[src/rtl/node_rec_pkg.sv]
// node_rec_pkg: shared definitions for the CAN receive-event arbiter.
//   state_t    : arbiter FSM state encoding (IDLE / GRANT)
//   N_CHAN_DEF : default number of receive channels
//   OVF_CNT_W  : width of the optional overflow event counter
package node_rec_pkg;

  typedef enum logic {
    S_IDLE  = 1'b0,
    S_GRANT = 1'b1
  } state_t;

  localparam int N_CHAN_DEF = 32;
  localparam int OVF_CNT_W  = 16;

endpackage

[src/rtl/node_rec_arbiter_rr_pick.sv]
// rr_pick: combinational round-robin search. Returns the first set request
// bit at or after ptr_i, wrapping from N_CHAN-1 back to 0.
//   req_i   [N_CHAN-1:0] request vector
//   ptr_i   [IDX_W-1:0]  starting position of the search
//   idx_o   [IDX_W-1:0]  index of the selected request (0 when none)
//   found_o              at least one request bit is set
module rr_pick #(
  parameter int N_CHAN = 32,
  parameter int IDX_W  = $clog2(N_CHAN)
) (
  input  logic [N_CHAN-1:0] req_i,
  input  logic [IDX_W-1:0]  ptr_i,
  output logic [IDX_W-1:0]  idx_o,
  output logic              found_o
);

  logic [IDX_W-1:0] idx_hi;
  logic [IDX_W-1:0] idx_lo;
  logic             found_hi;
  logic             found_lo;

  // Two searches: lowest request at/after the pointer, and lowest request
  // overall. The second is the wrapped result when nothing lies above ptr.
  // Loops run high-to-low so the last hit is the lowest index.
  always_comb begin
    idx_hi   = '0;
    idx_lo   = '0;
    found_hi = 1'b0;
    found_lo = 1'b0;
    for (int j = N_CHAN - 1; j >= 0; j--) begin
      if (req_i[j]) begin
        found_lo = 1'b1;
        idx_lo   = IDX_W'(j);
        if (IDX_W'(j) >= ptr_i) begin
          found_hi = 1'b1;
          idx_hi   = IDX_W'(j);
        end
      end
    end
  end

  assign found_o = found_lo;
  assign idx_o   = found_hi ? idx_hi : idx_lo;

endmodule

[src/rtl/node_rec_arbiter.sv]
// node_rec_arbiter: latches rising-edge receive events from N_CHAN CAN node
// controllers and presents them one at a time, round-robin, on a
// valid/ready grant interface.
//
// Handshake: rec_valid/rec_idx are registered; once rec_valid is high they
// hold until the cycle rec_valid & rec_ready, which is the transfer. After
// each transfer rec_valid drops for one cycle. rec_ready is ignored while
// rec_valid is low.
//
// Ports:
//   clk, rst            clock; asynchronous active-low reset
//   can_rec[N_CHAN]     per-channel receive-event level
//   chan_mask[N_CHAN]   1 = channel enabled
//   rec_valid, rec_idx  grant presented / granted channel index
//   rec_ready           consumer accepts the grant
//   pending[N_CHAN]     latched, unserviced events
//   ovf[N_CHAN]         sticky: event arrived while already pending
//   dbg_state           FSM state, for observation
//   ovf_clr             synchronous clear of all ovf bits
//   ovf_cnt[16]         only with NODE_REC_OVF_CNT_EN: saturating count of
//                       cycles in which any ovf bit sets
module node_rec_arbiter
  import node_rec_pkg::*;
#(
  parameter int N_CHAN = N_CHAN_DEF,
  parameter int IDX_W  = $clog2(N_CHAN)
) (
  input  logic              clk,
  input  logic              rst,
  input  logic [N_CHAN-1:0] can_rec,
  input  logic [N_CHAN-1:0] chan_mask,
  output logic              rec_valid,
  output logic [IDX_W-1:0]  rec_idx,
  input  logic              rec_ready,
  output logic [N_CHAN-1:0] pending,
  output logic [N_CHAN-1:0] ovf,
  output state_t            dbg_state,
  input  logic              ovf_clr
`ifdef NODE_REC_OVF_CNT_EN
  ,
  output logic [OVF_CNT_W-1:0] ovf_cnt
`endif
);

  localparam logic [N_CHAN-1:0] ONE_VEC = N_CHAN'(1);

  state_t            state_q, state_d;
  logic [IDX_W-1:0]  idx_q, idx_d;
  logic [IDX_W-1:0]  rr_q, rr_d;
  logic [N_CHAN-1:0] can_q;
  logic              armed_q;
  logic [N_CHAN-1:0] pend_q, pend_d;
  logic [N_CHAN-1:0] ovf_q, ovf_d;

  logic [N_CHAN-1:0] edge_ev;
  logic [N_CHAN-1:0] grant_vec;
  logic [N_CHAN-1:0] hs_vec;
  logic [N_CHAN-1:0] ovf_set;
  logic              hs;
  logic [IDX_W-1:0]  pick_idx;
  logic              pick_found;

  // Edge detection is suppressed for the first cycle after reset so a level
  // already high at reset release is not mistaken for a 0->1 transition.
  assign edge_ev   = armed_q ? (can_rec & ~can_q & chan_mask) : '0;
  assign hs        = (state_q == S_GRANT) && rec_ready;
  assign grant_vec = (state_q == S_GRANT) ? (ONE_VEC << idx_q) : '0;
  assign hs_vec    = hs ? grant_vec : '0;

  // Masking drops pending events except for the channel currently granted,
  // which must finish its handshake. A new event always wins over the clear.
  assign pend_d  = ((pend_q & ~hs_vec) & (chan_mask | grant_vec)) | edge_ev;
  // A re-event on the channel being handed over is simply re-latched.
  assign ovf_set = edge_ev & pend_q & ~hs_vec;
  assign ovf_d   = ovf_clr ? '0 : (ovf_q | ovf_set);

  rr_pick #(
    .N_CHAN (N_CHAN),
    .IDX_W  (IDX_W)
  ) u_rr_pick (
    .req_i   (pend_q),
    .ptr_i   (rr_q),
    .idx_o   (pick_idx),
    .found_o (pick_found)
  );

  always_comb begin
    state_d = state_q;
    idx_d   = idx_q;
    rr_d    = rr_q;
    unique case (state_q)
      S_IDLE: begin
        if (pick_found) begin
          state_d = S_GRANT;
          idx_d   = pick_idx;
        end
      end
      S_GRANT: begin
        if (rec_ready) begin
          state_d = S_IDLE;
          rr_d    = (idx_q == IDX_W'(N_CHAN - 1)) ? '0 : idx_q + IDX_W'(1);
        end
      end
      default: state_d = S_IDLE;
    endcase
  end

  always_ff @(posedge clk or negedge rst) begin
    if (!rst) begin
      state_q <= S_IDLE;
      idx_q   <= '0;
      rr_q    <= '0;
      can_q   <= '0;
      armed_q <= 1'b0;
      pend_q  <= '0;
      ovf_q   <= '0;
    end else begin
      state_q <= state_d;
      idx_q   <= idx_d;
      rr_q    <= rr_d;
      can_q   <= can_rec;
      armed_q <= 1'b1;
      pend_q  <= pend_d;
      ovf_q   <= ovf_d;
    end
  end

  assign rec_valid = (state_q == S_GRANT);
  assign rec_idx   = idx_q;
  assign pending   = pend_q;
  assign ovf       = ovf_q;
  assign dbg_state = state_q;

`ifdef NODE_REC_OVF_CNT_EN
  logic [OVF_CNT_W-1:0] cnt_q, cnt_d;

  always_comb begin
    cnt_d = cnt_q;
    if (ovf_clr) begin
      cnt_d = '0;
    end else if ((|ovf_set) && (cnt_q != {OVF_CNT_W{1'b1}})) begin
      cnt_d = cnt_q + OVF_CNT_W'(1);
    end
  end

  always_ff @(posedge clk or negedge rst) begin
    if (!rst) begin
      cnt_q <= '0;
    end else begin
      cnt_q <= cnt_d;
    end
  end

  assign ovf_cnt = cnt_q;
`endif

endmodule

[config.mk]
export PLATFORM = sky130hd
export DESIGN_NAME = node_rec_arbiter
export DESIGN_NICKNAME = d
export VERILOG_FILES = /design/src/rtl/node_rec_pkg.sv /design/src/rtl/node_rec_arbiter_rr_pick.sv /design/src/rtl/node_rec_arbiter.sv
export SDC_FILE = /design/constraint.sdc
export NUM_CORES = 1
export LEC_CHECK = 0
export BUFFER_PORTS_ARGS = -buffer_cell sky130_fd_sc_hd__buf_2
export CORE_MARGIN = 3
export CORE_UTILIZATION = 45
export DETAILED_ROUTE_END_ITERATION = 10
export PLACE_DENSITY = 0.68
export SLEW_MARGIN = 0
export SYNTH_ARGS = -nofsm -noshare
export SYNTH_HDL_FRONTEND = slang
export SYNTH_SLANG_ARGS = --single-unit
export TNS_END_PERCENT = 20
[constraint.sdc]
create_clock -name clk -period 2.7 [get_ports clk]
set_clock_uncertainty 0.2 [all_clocks]
set_input_delay 0.135 -clock clk [delete_from_list [all_inputs] [get_ports clk]]
set_output_delay 0.135 -clock clk [all_outputs]
set_load 0.03 [all_outputs]
* Yosys cells after proc, flatten, opt, wreduce, memory -nomap -nowiden
Cells that the tools add are included.
** Cells by class
- Magnitude comparators :: 32
- Bitwise logic cells :: 12
- Equal/unequal tests :: 1
- Mux-type cells :: 201
- Shift operators :: 1
- Reductions and logical operators :: 3
- $add $sub $neg :: 1
** Operator list (count)
- $mux 5 :: 98
- $and 32x32->32 :: 6
- $mux 32 :: 4
- $mux 1 :: 98
- $or 32x32->32 :: 3
- $ge 5x5->1 const A :: 16
- $not 32->32 :: 2
- $ge 4x5->1 const A :: 8
- $shl 1x5->32 const A :: 1
- $ge 3x5->1 const A :: 4
- $ge 1x5->1 const A :: 2
- $ge 2x5->1 const A :: 2
- $add 5x1->5 const B :: 1
- $eq 5x5->1 const B :: 1
- $reduce_and 2->1 :: 2
- $pmux 1 s2 :: 1
- $logic_and 1x1->1 :: 1
- $not 1->1 :: 1
** Storage, ports and cells
- Input bits :: 68
- Output and inout port bits :: 71
- Register bits after elaboration :: 108
- Word-level logic and storage cells :: 258

* Depth between registers and ports, before layout
Gate-level depths: netlist (run 1).
- Depth after elaboration :: 66
- Mapped depth :: 10
- Gate-level depth less buffers :: 7

* Modules after synthesis
From an unflattened synthesis (run 1), not the netlist that was laid out.
** Unflattened totals
- Cell total of the unflattened synthesis :: 650
- Area, all modules :: 6182.2 um2
** Modules (own cells, without submodules)
- node_rec_arbiter :: cells an instance 431, times used 1, area an instance 4868.4 um2, sequential area each 2702.6 um2
- rr_pick :: cells an instance 219, times used 1, area an instance 1313.8 um2, sequential area each 0.0 um2

* Least setup slack after synthesis (run 1)
OpenSTA, ideal clock, no wires.
- Kind :: register to register
- Start point :: reg pend_q[23] (netlist: pending[23])
- End point :: reg idx_q[2] (netlist: rec_idx[2])
- Slack :: 0.319 ns
- Library setup time :: 0.119 ns
- Buffers on the path :: 1
- Required time :: 2.381 ns
- Cell stages (with the launch flop) :: 9
- Clock period less this slack :: 2.381 ns
- Arrival :: 2.062 ns
- Cells stage by stage :: dfrtp_1 > buf_2 > or4_1 > a31oi_1 > o21ai_0 > nand3_1 > a21oi_1 > o31a_1 > o21a_1
** Between the ends
- Cells in the longest elaborated chain, start to end :: 48
- Elaborated cells between the ends (all ways) :: 144
- Classes of those cells :: mux: 143; reduce/logical: 1
** Ends and longest elaborated chain
- start: declaration :: line node_rec_arbiter.sv:52 : logic [N_CHAN-1:0] pend_q, pend_d;
- start signal: assignment :: line node_rec_arbiter.sv:123 : pend_q <= pend_d;
- $mux 5 / $mux 1 (equally long branches) :: line node_rec_arbiter_rr_pick.sv:31 : if (req_i[j]) begin
- $mux 5 / $mux 1 (equally long branches) :: line node_rec_arbiter_rr_pick.sv:34 : if (IDX_W'(j) >= ptr_i) begin
- $mux 5 / $mux 1 (equally long branches) :: line node_rec_arbiter_rr_pick.sv:31
- $mux 5 / $mux 1 (equally long branches) :: line node_rec_arbiter_rr_pick.sv:34
- $mux 5 / $mux 1 (equally long branches) :: line node_rec_arbiter_rr_pick.sv:31
- $mux 5 / $mux 1 (equally long branches) :: line node_rec_arbiter_rr_pick.sv:34
- $mux 5 / $mux 1 (equally long branches) :: line node_rec_arbiter_rr_pick.sv:31
- $mux 5 / $mux 1 (equally long branches) :: line node_rec_arbiter_rr_pick.sv:34
- [... 32 more ...]
- $mux 5 / $mux 1 (equally long branches) :: line node_rec_arbiter_rr_pick.sv:31
- $mux 5 / $mux 1 (equally long branches) :: line node_rec_arbiter_rr_pick.sv:34
- $mux 5 / $mux 1 (equally long branches) :: line node_rec_arbiter_rr_pick.sv:31
- $mux 5 / $mux 1 (equally long branches) :: line node_rec_arbiter_rr_pick.sv:34
- $mux 5 / $mux 1 (equally long branches) :: line node_rec_arbiter_rr_pick.sv:31
- $mux 5 / $mux 1 (equally long branches) :: line node_rec_arbiter_rr_pick.sv:34
- $mux 5 / $mux 1 (equally long branches) :: line node_rec_arbiter_rr_pick.sv:31
- $mux 5 :: line node_rec_arbiter_rr_pick.sv:43 : assign idx_o = found_hi ? idx_hi : idx_lo;
- end signal: assignment :: line node_rec_arbiter.sv:119 : idx_q <= idx_d;
- end: declaration :: line node_rec_arbiter.sv:48 : logic [IDX_W-1:0] idx_q, idx_d;
Parallel ways exist; a longest one is shown, timed or not.
A chain may end at the register's enable or synchronous reset.

* Final worst setup path (run 1)
- Start point :: reg rr_q[2]
- End point :: reg idx_q[1] (netlist: rec_idx[1])
** Between the ends
- Cells in the longest elaborated chain, start to end :: 66
- Elaborated cells between the ends (all ways) :: 161
- Classes of those cells :: order compare: 32; mux: 129
** Ends and longest elaborated chain
- start: declaration :: line node_rec_arbiter.sv:49 : logic [IDX_W-1:0] rr_q, rr_d;
- start signal: assignment :: line node_rec_arbiter.sv:120 : rr_q <= rr_d;
- $ge 5x5->1 :: line node_rec_arbiter_rr_pick.sv:34
- $mux 5 / $mux 1 (equally long branches) :: line node_rec_arbiter_rr_pick.sv:34
- $mux 5 / $mux 1 (equally long branches) :: line node_rec_arbiter_rr_pick.sv:31
- $mux 5 / $mux 1 (equally long branches) :: line node_rec_arbiter_rr_pick.sv:34
- $mux 5 / $mux 1 (equally long branches) :: line node_rec_arbiter_rr_pick.sv:31
- $mux 5 / $mux 1 (equally long branches) :: line node_rec_arbiter_rr_pick.sv:34
- $mux 5 / $mux 1 (equally long branches) :: line node_rec_arbiter_rr_pick.sv:31
- $mux 5 / $mux 1 (equally long branches) :: line node_rec_arbiter_rr_pick.sv:34
- [... 50 more ...]
- $mux 5 / $mux 1 (equally long branches) :: line node_rec_arbiter_rr_pick.sv:31
- $mux 5 / $mux 1 (equally long branches) :: line node_rec_arbiter_rr_pick.sv:34
- $mux 5 / $mux 1 (equally long branches) :: line node_rec_arbiter_rr_pick.sv:31
- $mux 5 / $mux 1 (equally long branches) :: line node_rec_arbiter_rr_pick.sv:34
- $mux 5 / $mux 1 (equally long branches) :: line node_rec_arbiter_rr_pick.sv:31
- $mux 5 / $mux 1 (equally long branches) :: line node_rec_arbiter_rr_pick.sv:34
- $mux 5 / $mux 1 (equally long branches) :: line node_rec_arbiter_rr_pick.sv:31
- $mux 5 * :: line node_rec_arbiter_rr_pick.sv:43
Every way passes the cells marked *; elsewhere a longest branch is shown, timed or not.

==> key figures, run 1 <==
Outcome
  – Outcome: completed

Yosys
  – Async SR Flop Fraction: 100.0%
  – Post-synthesis mux area share: 0.5085%
  – Ys Warns: 0
  – Seq/Total Area, Yosys: 43.94%
  – Synth area leaders: dfrtp_1, and4b_1, o31ai_1, o21ai_0, a21o_1
  – Yosys reg bits: 108
  – Synthesized area: 6151 sq um
  – Compound-gate portion of the synthesized area: 26.87%
  – Synth Area in XOR/XNOR: 0.1424%
  – Cell variety after synth: 66
  – Cells after Synth: 667
  – Post-synth EDFFs: 0
  – Syn_nets: 742
  – Synth area leader: dfrtp_1
  – Ys flop type: dfrtp_1
  – Post-synth top area share: 43.94%
  – Main combinational cell family by area after synthesis: compound AO/OA/AOI/OAI gates
  – Post-Synth Adder-Cell Area: 1.424%
  – Syn_area_per_cell: 9.222 sq um
  – Most frequent cells after synthesis: dfrtp_1, nor2_1, o21ai_0
  – Top-count cell post-synth: dfrtp_1
  – Post-Synth Simple-Gate Area: 21.54%

Global route
  – Global route total overflow: 0
  – Largest net degree at the start of global routing: 46
  – First-pass GRT wire length: 36.45 mm
  – Initial antenna violation count: 0
  – Vias in the first global route: 6,555
  – Tot GR Track Use: 31.71%

Detailed routing
  – DR pass1 iterations: 7
  – DR iter-0 viols: 661
  – Drc violations: 0
  – WL/cell: 22.01 um
  – Post-route ant nets: 0
  – Total number of vias: 6,606
  – Detailed Route WL: 23.73 mm
  – Vias per cell: 6.128

Run
  – Max cap viols: 0

Floorplanning
  – Core area: 13,300 sq um
  – Die span in y: 122.9 um
  – Die Wd: 122.9 um
  – # rows: 42
  – DIE AREA: 15,110 sq um
  – Initial core utilization: 46.26%
  – Num ports: 139

Power
  – Power per cell area: 731.0 nW/um^2
  – VDD IR max: 0.4336 mV
  – Leakage power total: 0.004147 uW

STA
  – Finish-stage setup viols: 0
  – TNS Setup: 0 ns
  – Max-slew headroom: 47.63%
  – Worst Tran Pin Value: 0.7856 ns
  – Hold Vio Cnt, Final: 0
  – Minimum clock period: 2.555 ns
  – Unrepaired setup endpoints after global routing: false
  – Pins over their slew limit: 0
  – Crit share post-route: 94.64%
  – Fmax: 391.4 MHz

Worst setup path
  – CP max-delay cell: dfrtp_1
  – CP Cell Sequence: o211ai_1 > a32o_1 > nor4_1 > buf_4 > o211ai_1 > a31oi_1 > o211ai_1 > o211ai_1
  – CP Launch Type: register
  – Buf/Inv on CP: 1
  – CP endpoint kind: register
  – Most used cell, CP: o211ai_1
  – Max incr delay on CP: 0.53 ns
  – Worst r2r dst: rec_idx[1]
  – CP Class: register to register
  – R2R Path Start: rr_q[2]
  – Crit. Startpoint: rr_q[2]
  – Internal reg-to-reg setup slack: 0.14 ns
  – Crit path max fanout: 8
  – R2r worst-path depth: 8
  – Worst Path Required: 2.77 ns
  – Crit path max-delay family: compound AO/OA/AOI/OAI gates
  – Arrival time at the worst endpoint: 2.63 ns

Worst hold path
  – Hold Crit Start: chan_mask[24]
  – Hold endpoint: pending[24]
  – Hold Crit Class: input port to register
  – Hold depth: 4

Clock network
  – Clk root buf: clkbuf_16
  – CTS buffer count: 9
  – Clock Latency Late Sink: 0.36 ns
  – Clk sinks: 108
  – Htree depth: 3
  – Setup Buffers After CTS: 0
  – TritonCTS clock tree: built
  – Bufs on Longest Clock Path: 2
  – Clock Pin Slew Worst Setup and Hold Paths: 0.07 ns

Finish
  – Share of layout cells above drive strength 1: 26.61%
  – Total Nets Final: 972
  – Area grow syn2layout: 34.85%
  – Cell area after layout: 8294 sq um
  – Antenna diodes: 0

Place
  – Area after DPL: 7336 sq um
  – IO buf count: 138
  – Final GP Congestion: 0.9525
  – DP Wirelength: 16.90 mm
power breakdown:
part,internal (uW),switching (uW)
logic,1010,1650
registers,1750,265
clock network,776,612
total,3540,2530
worst min-delay path: stages:
cell and delay, ns:
buf_2 0.10, o21ai_0 0.09, o31ai_1 0.08, a21o_1 0.14
stage by stage:
| stage | cells | setup slack, ns | util [%] | total power (uW) | hold WS (ns) |
|---|---|---|---|---|---|
| after CTS | 1078 | 0.08228 | 62.37 | 6021 | 0.008335 |
| after detailed placement | 998 | 0.01102 | 55.18 | 4555 | -0.01027 |
| final | 1078 | 0.1448 | 62.38 | 6063 | 0.02417 |
| after global placement | 998 | 0.03490 | 55.18 | 4542 | -0.01815 |
| after global routing | 1078 | 0.03404 | 62.38 | 6348 | 0.06166 |
| after floorplan | 667 | 0.3194 | - | 3563 | -0.3606 |
cells in the final DEF (no fill, tap or decap), types with 37 or more instances in the layout:
cell type	count
buf_2	137
dfrtp_1	106
a31oi_1	39
nand2_1	38
o31ai_1	38
nor2_1	62
dlygate4sd3_1	64
o21ai_0	55
nand3_1	37
buf_4	67
sequential cells by signal (all words and copies together) (netlist names):
name / count
dbg_state: 1
rec_idx: 5
rr_q: 5
can_q: 32
pending: 32
armed_q: 1
ovf: 32
per-layer routing:
layer  vias up  global-route usage [%]  part of all wire [%]
met5         -                       0                     0
met4         0                   10.57                   2.4
met3        41                   5.215                   7.4
met2       351                   51.42                    48
met1      3234                   43.48                    42
li1       2980                       -                     -
kinds of logic (layout without fill, tap and decap cells):
logic type | Yosys count | in the layout
other | 1 | 1
AO/OA/AOI/OAI | 246 | 246
XOR/XNOR | 1 | 1
flip-flops | 108 | 108
adder cells (fa/ha/maj) | 7 | 7
AND/OR/NAND/NOR | 230 | 230
buffers and inverters | 71 | 306
multiplexers | 3 | 3
how the worst max path moves through the flow:
stage / end / cells after the start
6_report: rec_idx[1] / 8
5_1_grt: rec_idx[1] / 6
4_1_cts: rec_idx[1] / 7
3_5_place_dp: rec_idx[2] / 6
3_3_place_gp: rec_idx[2] / 6
2_1_floorplan: rec_idx[2] / 8
area by class of cell:
class | count | area [sq um]
fill | 1150 | 5001
sequential | 108 | 2705
tap | 176 | 220.2
clock inverter | 4 | 52.55
clock buffer | 12 | 256.5
timing repair buffer | 270 | 1869
multi-input combinational | 488 | 3115
inverter | 20 | 75.07
what timing repair did:
item / CTS / global route
gates cloned: 0 / 0
hold buffers: 64 / 0
setup endpoints to repair: 2 / 2
hold endpoints to repair: 104 / 0
gates resized for setup: 1 / 2
pin swaps: 0 / 1
(Power assumes the default switching activity.)
==> run 2, diff against run 1 <==
--- a/config.mk
+++ b/config.mk
@@ -9,7 +9,8 @@
 export CORE_MARGIN = 3
 export CORE_UTILIZATION = 45
 export DETAILED_ROUTE_END_ITERATION = 10
-export PLACE_DENSITY = 0.68
+export PLACE_DENSITY = 0.71
+export RECOVER_POWER = 25
 export SLEW_MARGIN = 0
 export SYNTH_ARGS = -nofsm -noshare
 export SYNTH_HDL_FRONTEND = slang
==> constraint.sdc (replaced) <==
create_clock -name clk -period 2.2 [get_ports clk]
set_clock_uncertainty 0.2 [all_clocks]
set_input_delay 0.11 -clock clk [delete_from_list [all_inputs] [get_ports clk]]
set_output_delay 0.11 -clock clk [all_outputs]
set_load 0.03 [all_outputs]
==> key figures, run 2 (synthesis gave the netlist of run 1 again) <==
Power
  – Leakage power total: 0.004484 uW (+8.1%)
  – NetSw: 3472 uW (+37%)
  – Sw frac: 42.15% (+0.45 points)
  – Power per cell area: 912.9 nW/um^2 (+25%)
  – Clock power share: 19.7% (-3.2 points)
  – Logic pwr share: 50.7% (+6.9 points)
  – Power Internal: 4766 uW (+35%)
  – Sequential share of power: 29.6% (-3.7 points)
  – VDD IR max: 0.6011 mV (+39%)

Finish
  – Most frequent cells in the layout: buf_4, buf_2, dfrtp_1, dlygate4sd3_1, nor2_1
  – Final cell count without fillers: 1,162 (+7.8%)
  – Commonest non-fill, non-tap cell in the layout: buf_4
  – Antenna diodes: 0 (unchanged)
  – Cell area after layout: 9025 sq um (+8.8%)
  – Total Nets Final: 1,056 (+8.6%)
  – Area grow syn2layout: 46.73%
  – Share of layout cells above drive strength 1: 33.27% (+6.7 points)

STA
  – Worst Tran Pin Value: 1.095 ns (+0.3090 ns)
  – Max-slew headroom: 27.03% (-21 points)
  – Hold Vio Cnt, Final: 0 (unchanged)
  – Final hold slack: 0.1171 ns (+0.09293 ns)
  – Fmax: 425.1 MHz (+8.6%)
  – Minimum clock period: 2.352 ns (-0.2031 ns)
  – TNS Setup: -0.4674 ns (-0.4674 ns)
  – Pins over their slew limit: 0 (unchanged)
  – Finish-stage setup viols: 5 (+5)
  – Crit share post-route: 106.9% (+12 points)
  – Unrepaired setup endpoints after global routing: true
  – Slack of the critical path: -0.1521 ns (-0.2969 ns)

Detailed routing
  – WL/cell: 21.86 um (-0.68%)
  – Drc violations: 0 (unchanged)
  – DR iter-0 viols: 782 (+18%)
  – Post-route ant nets: 0 (unchanged)
  – Detailed Route WL: 25.41 mm (+7.1%)
  – Vias per cell: 6.194 (+1.1%)
  – Total number of vias: 7,197 (+8.9%)
  – DR pass1 iterations: 6 (-1)

Global route
  – Tot GR Track Use: 34.51% (+2.8 points)
  – Global route total overflow: 0 (unchanged)
  – First-pass GRT wire length: 39.75 mm (+9.1%)
  – Largest net degree at the start of global routing: 37 (-20%)
  – Initial antenna violation count: 0 (unchanged)
  – Vias in the first global route: 7,110 (+8.5%)

Clock network
  – Clock Pin Slew Worst Setup and Hold Paths: 0.08 ns (about the same)
  – Bufs on Longest Clock Path: 2 (unchanged)
  – Clk root buf: clkbuf_16
  – Clk sinks: 108 (unchanged)
  – Htree depth: 3 (unchanged)
  – TritonCTS clock tree: built
  – CTS buffer count: 9 (unchanged)
  – Clock Latency Late Sink: 0.36 ns (about the same)

Worst setup path
  – CP max-delay cell: dfrtp_1
  – CP Class: register to register
  – CP endpoint kind: register
  – Most used cell, CP: a211o_1
  – CP Cell Sequence: buf_4 > nand2_1 > o211a_1 > a2111oi_2 > a21oi_1 > a211o_1 > a211o_1 > a31oi_1
  – Max incr delay on CP: 0.44 ns (-0.09 ns)
  – Worst Path Required: 2.29 ns (-0.48 ns)
  – Internal reg-to-reg setup slack: -0.15 ns (-0.30 ns)
  – Crit path max fanout: 7 (-1)
  – Arrival time at the worst endpoint: 2.44 ns (-0.19 ns)
  – CP Launch Type: register

Place
  – Area after DPL: 7865 sq um (+7.2%)
  – IO buf count: 138 (unchanged)
  – DP Wirelength: 17.82 mm (+5.5%)
  – Placed insts: 1,067 (+6.9%)
  – Final GP Congestion: 0.9774 (+2.6%)

Floorplanning
  – Initial core utilization: 46.26% (unchanged)
  – Core area: 13,300 sq um (unchanged)
  – Die span in y: 122.9 um (unchanged)
  – Die Wd: 122.9 um (unchanged)
  – # rows: 42 (unchanged)
  – Num ports: 139 (unchanged)
  – DIE AREA: 15,110 sq um (unchanged)

Outcome
  – Outcome: complete, but fails checks
  – Failing checks: setup timing

Worst hold path
  – Hold Crit Class: input port to register

Run
  – Max cap viols: 0 (unchanged)
==> run 2: per-layer routing <==
| metal | GRT usage [%] | share of wire, % | up-vias | wire length, um |
|---|---|---|---|---|
| met4 | 11.62 | 2.5 | 0 | 646 |
| met2 | 55.59 | 48 | 493 | 12100 |
| li1 | - | - | 3151 | - |
| met1 | 47.19 | 40 | 3483 | 10200 |
| met5 | 0 | 0 | - | 0 |
| met3 | 6.313 | 9.7 | 70 | 2455 |
==> run 2: path summary, 6_finish.rpt <==
kind                              start    endpoint  depth (start not counted)
worst max-delay path            rr_q[4]  rec_idx[0]                          8
worst min-delay path            ovf_clr     ovf[31]                          2
worst max register to register  rr_q[4]  rec_idx[0]                          8
worst min register to register  ovf[30]     ovf[30]                          2
max in group asynchronous           rst   can_q[15]                          3
min in group asynchronous           rst     ovf[10]                          2
==> run 2: worst max-delay path: cells and delay by family (launching register included) <==
family | cells | cell delay, ns
flip-flops | 1 | 0.44
AND/OR/NAND/NOR | 1 | 0.09
buffers and inverters | 1 | 0.20
AO/OA/AOI/OAI | 6 | 1.36
==> run 2: layout make-up <==
type	count	area, sq um
Sequential cell	108	2715
Multi-Input combinational cell	488	3264
Timing Repair Buffer	354	2462
Inverter	20	75.07
Fill cell	1044	4270
Clock buffer	11	242.7
Clock inverter	5	45.04
Tap cell	176	220.2
==> run 2: power by group through the flow <==
stage | registers (uW) | clock network, uW | logic, uW
floorplan | 2510 | 0 | 1880
global placement | 2470 | 0 | 3600
detailed placement | 2470 | 0 | 3600
CTS | 2410 | 1630 | 3950
global route | 2460 | 1710 | 4460
finish | 2440 | 1620 | 4180
==> run 2: metrics by stage <==
| step | worst slack, ns | util (%) | total power, uW |
|---|---|---|---|
| finish | -0.1521 | 67.88 | 8239 |
| global route | -0.2507 | 67.88 | 8633 |
| CTS | -0.1210 | 67.53 | 7994 |
| detailed placement | -0.3033 | 59.16 | 6072 |
| global placement | -0.3323 | 59.16 | 6067 |
| floorplan | -0.06234 | - | 4381 |
==> run 2: repair_timing <==
action / CTS / global route
endpoints found under the hold margin: 172 / 0
hold buffers: 65 / 0
endpoints found under the setup margin: 5 / 8
setup buffers: 10 / 4
pin swaps: 11 / 1
gates resized for setup: 26 / 16
==> run 3, diff against run 2 <==
--- a/config.mk
+++ b/config.mk
@@ -5,13 +5,14 @@
 export SDC_FILE = /design/constraint.sdc
 export NUM_CORES = 1
 export LEC_CHECK = 0
+export ABC_AREA = 1
 export BUFFER_PORTS_ARGS = -buffer_cell sky130_fd_sc_hd__buf_2
 export CORE_MARGIN = 3
 export CORE_UTILIZATION = 45
 export DETAILED_ROUTE_END_ITERATION = 10
-export PLACE_DENSITY = 0.71
+export PLACE_DENSITY = 0.72
 export RECOVER_POWER = 25
-export SLEW_MARGIN = 0
+export SLEW_MARGIN = 5
 export SYNTH_ARGS = -nofsm -noshare
 export SYNTH_HDL_FRONTEND = slang
 export SYNTH_SLANG_ARGS = --single-unit
==> key figures, run 3 <==
Floorplanning
  – DIE AREA: 13,950 sq um (-7.7%)
  – Die span in y: 118.1 um (-3.9%)
  – Initial core utilization: 46.49% (+0.23 points)
  – Num ports: 139 (unchanged)
  – # rows: 40 (-4.8%)
  – Core area: 12,160 sq um (-8.5%)
  – Die Wd: 118.1 um (-3.9%)

Worst setup path
  – Arrival time at the worst endpoint: 2.73 ns (+0.29 ns)
  – Worst r2r dst: rec_idx[0]
  – Internal reg-to-reg setup slack: -0.44 ns (-0.29 ns)
  – R2r worst-path depth: 36 (+28)
  – Max incr delay on CP: 0.42 ns (-0.02 ns)
  – Most used cell, CP: nand2_1
  – CP Class: register to register
  – CP Launch Type: register
  – Crit path max fanout: 4 (-3)
  – R2R Path Start: rr_q[2]
  – CP endpoint kind: register
  – Worst Path Required: 2.29 ns (about the same)
  – CP max-delay cell: dfrtp_1

Clock network
  – Bufs on Longest Clock Path: 2 (unchanged)
  – TritonCTS clock tree: built
  – Clock Latency Late Sink: 0.36 ns (about the same)
  – Clock Pin Slew Worst Setup and Hold Paths: 0.07 ns (about the same)
  – CTS buffer count: 9 (unchanged)
  – Clk sinks: 108 (unchanged)
  – Htree depth: 3 (unchanged)
  – Clk root buf: clkbuf_16

Place
  – DP Wirelength: 13.39 mm (-25%)
  – Final GP Congestion: 0.9841 (+0.69%)
  – IO buf count: 138 (unchanged)
  – Placed insts: 1,127 (+5.6%)
  – Setup slack after placement: -0.5235 ns (-0.2202 ns)

Yosys
  – Cell variety after synth: 32 (-52%)
  – Yosys reg bits: 108 (unchanged)
  – Ys flop type: dfrtp_1
  – Syn_nets: 820 (+11%)
  – Synth area leader: dfrtp_1
  – Top-count cell post-synth: nand2_1
  – Post-synth top area share: 47.80% (+3.9 points)
  – Syn_area_per_cell: 7.589 sq um (-18%)
  – Ys Warns: 0 (unchanged)
  – Seq/Total Area, Yosys: 47.80% (+3.9 points)
  – Async SR Flop Fraction: 100.0% (unchanged)
  – Post-synth EDFFs: 0 (unchanged)
  – Synthesized area: 5654 sq um (-8.1%)
  – Most frequent cells after synthesis: nand2_1, nor2_1, dfrtp_1
  – Cells after Synth: 745 (+12%)
  – Synth area leaders: dfrtp_1, nand2_1, nor2_1, inv_1, o21bai_1

Detailed routing
  – Routed wl met2: 8.538 mm (-29%)
  – Post-route ant nets: 0 (unchanged)
  – WL/cell: 15.10 um (-31%)
  – Drc violations: 0 (unchanged)
  – Vias per cell: 5.023 (-19%)
  – WL met3: 1.062 mm (-57%)
  – Top Layer Used: met4
  – DR pass1 iterations: 5 (-1)
  – Wire length on met1: 8.296 mm (-19%)
  – Total number of vias: 6,083 (-15%)
  – Detailed Route WL: 18.29 mm (-28%)
  – DR iter-0 viols: 391 (-50%)

Finish
  – Total Nets Final: 1,113 (+5.4%)
  – Final cell count without fillers: 1,211 (+4.2%)
  – Filler cells: 1,070 (+2.5%)
  – Share of layout cells above drive strength 1: 23.49% (-9.8 points)
  – Antenna diodes: 0 (unchanged)
  – Most frequent cells in the layout: nand2_1, nor2_1, buf_2, dfrtp_1, buf_4
  – Area grow syn2layout: 43.64%
  – Commonest non-fill, non-tap cell in the layout: nand2_1

Global route
  – Tot GR Track Use: 26.40% (-8.1 points)
  – Largest net degree at the start of global routing: 109 (+190%)
  – Vias in the first global route: 5,983 (-16%)
  – Global route total overflow: 0 (unchanged)
  – First-pass GRT wire length: 29.60 mm (-26%)
  – Initial antenna violation count: 0 (unchanged)

Worst hold path
  – Hold endpoint: ovf[26]
  – Hold depth: 2 (unchanged)
  – Hold Crit Class: input port to register
  – Hold Crit Start: ovf_clr

STA
  – Crit share post-route: 120.0% (+13 points)
  – Worst Tran Pin Value: 1.485 ns (+0.3906 ns)
  – Fmax: 378.9 MHz (-11%)
  – Pins over their slew limit: 0 (unchanged)
  – Finish-stage setup viols: 5 (unchanged)
  – Unrepaired setup endpoints after global routing: true
  – Hold Vio Cnt, Final: 0 (unchanged)
  – TNS Setup: -1.780 ns (-1.313 ns)
  – Max-slew headroom: 0.9890% (-26 points)
  – Minimum clock period: 2.639 ns (+0.2869 ns)
  – Final hold slack: 0.09585 ns (-0.02125 ns)
  – Slack of the critical path: -0.4390 ns (-0.2869 ns)

Power
  – Leakage power total: 0.004192 uW (-6.5%)
  – Power per cell area: 850.8 nW/um^2 (-6.8%)
  – VDD IR max: 0.6854 mV (+14%)

Outcome
  – Failing checks: setup timing
  – Outcome: complete, but fails checks

Run
  – Max cap viols: 0 (unchanged)
## run 3: stage by stage
stage                     area [sq um]  utilization [%]  power (uW)
after floorplan                   5663                -        3957
after global placement            7191            59.13        5209
after detailed placement          7191            59.13        5203
after CTS                         8150            67.02        6872
after global routing              8122            66.78        7324
final                             8122            66.78        6910
## run 3: per-layer routing
layer | vias to the layer above | track usage [%]
li1 | 3009 | -
met1 | 2831 | 35.73
met2 | 210 | 43.02
met3 | 33 | 4.950
met4 | 0 | 8.352
met5 | - | 0
## run 3: repair_timing
| item | in CTS | in global routing |
|---|---|---|
| pin swaps | 1 | 0 |
| resized for setup | 6 | 3 |
| endpoints found under the setup margin | 5 | 6 |
| hold endpoints to repair | 186 | 0 |
| hold buffers | 65 | 0 |
| setup buffers | 2 | 1 |
## run 3: cells by family (layout without fill, tap and decap cells)
logic type	after synthesis	in the layout	synth area share [%]
xor+xnor	1	1	0.1549
compound gates	125	125	13.76
buf+inv	98	396	6.705
simple gates	405	405	29.96
flops	108	108	47.80
fa+ha+maj	7	7	1.549
other cells	1	1	0.06632
## run 3: worst max path at each step
stage,start,to,slack [ns],cells after the start
after floorplan,rr_q[4],rec_idx[0],-0.30,36
after global placement,rr_q[2],rec_idx[0],-0.43,14
after detailed placement,rr_q[2],rec_idx[0],-0.52,14
after CTS,rr_q[2],rec_idx[0],-0.43,36
after global routing,rr_q[2],rec_idx[0],-0.83,36
final,rr_q[2],rec_idx[0],-0.44,36
## run 3: final cells by class
type	instances	area, sq um	share of cell area, %
inverter	83	311.5	3.836
tap	168	210.2	2.588
multi-input combinational	539	2591	31.91
timing repair buffer	297	2021	24.88
clock buffer	11	242.7	2.989
clock inverter	5	37.54	0.4622
sequential	108	2708	33.34
## run 3: power breakdown
part,switching (uW),internal [uW]
sequential,201,2160
clock,735,801
combinational,1830,1180
## run 3: worst max-delay path, delay by kind of cell, from the launching register on
kind / cells / cell delay [ns]
simple gates: 35 / 1.83
compound gates: 1 / 0.10
flops: 1 / 0.42
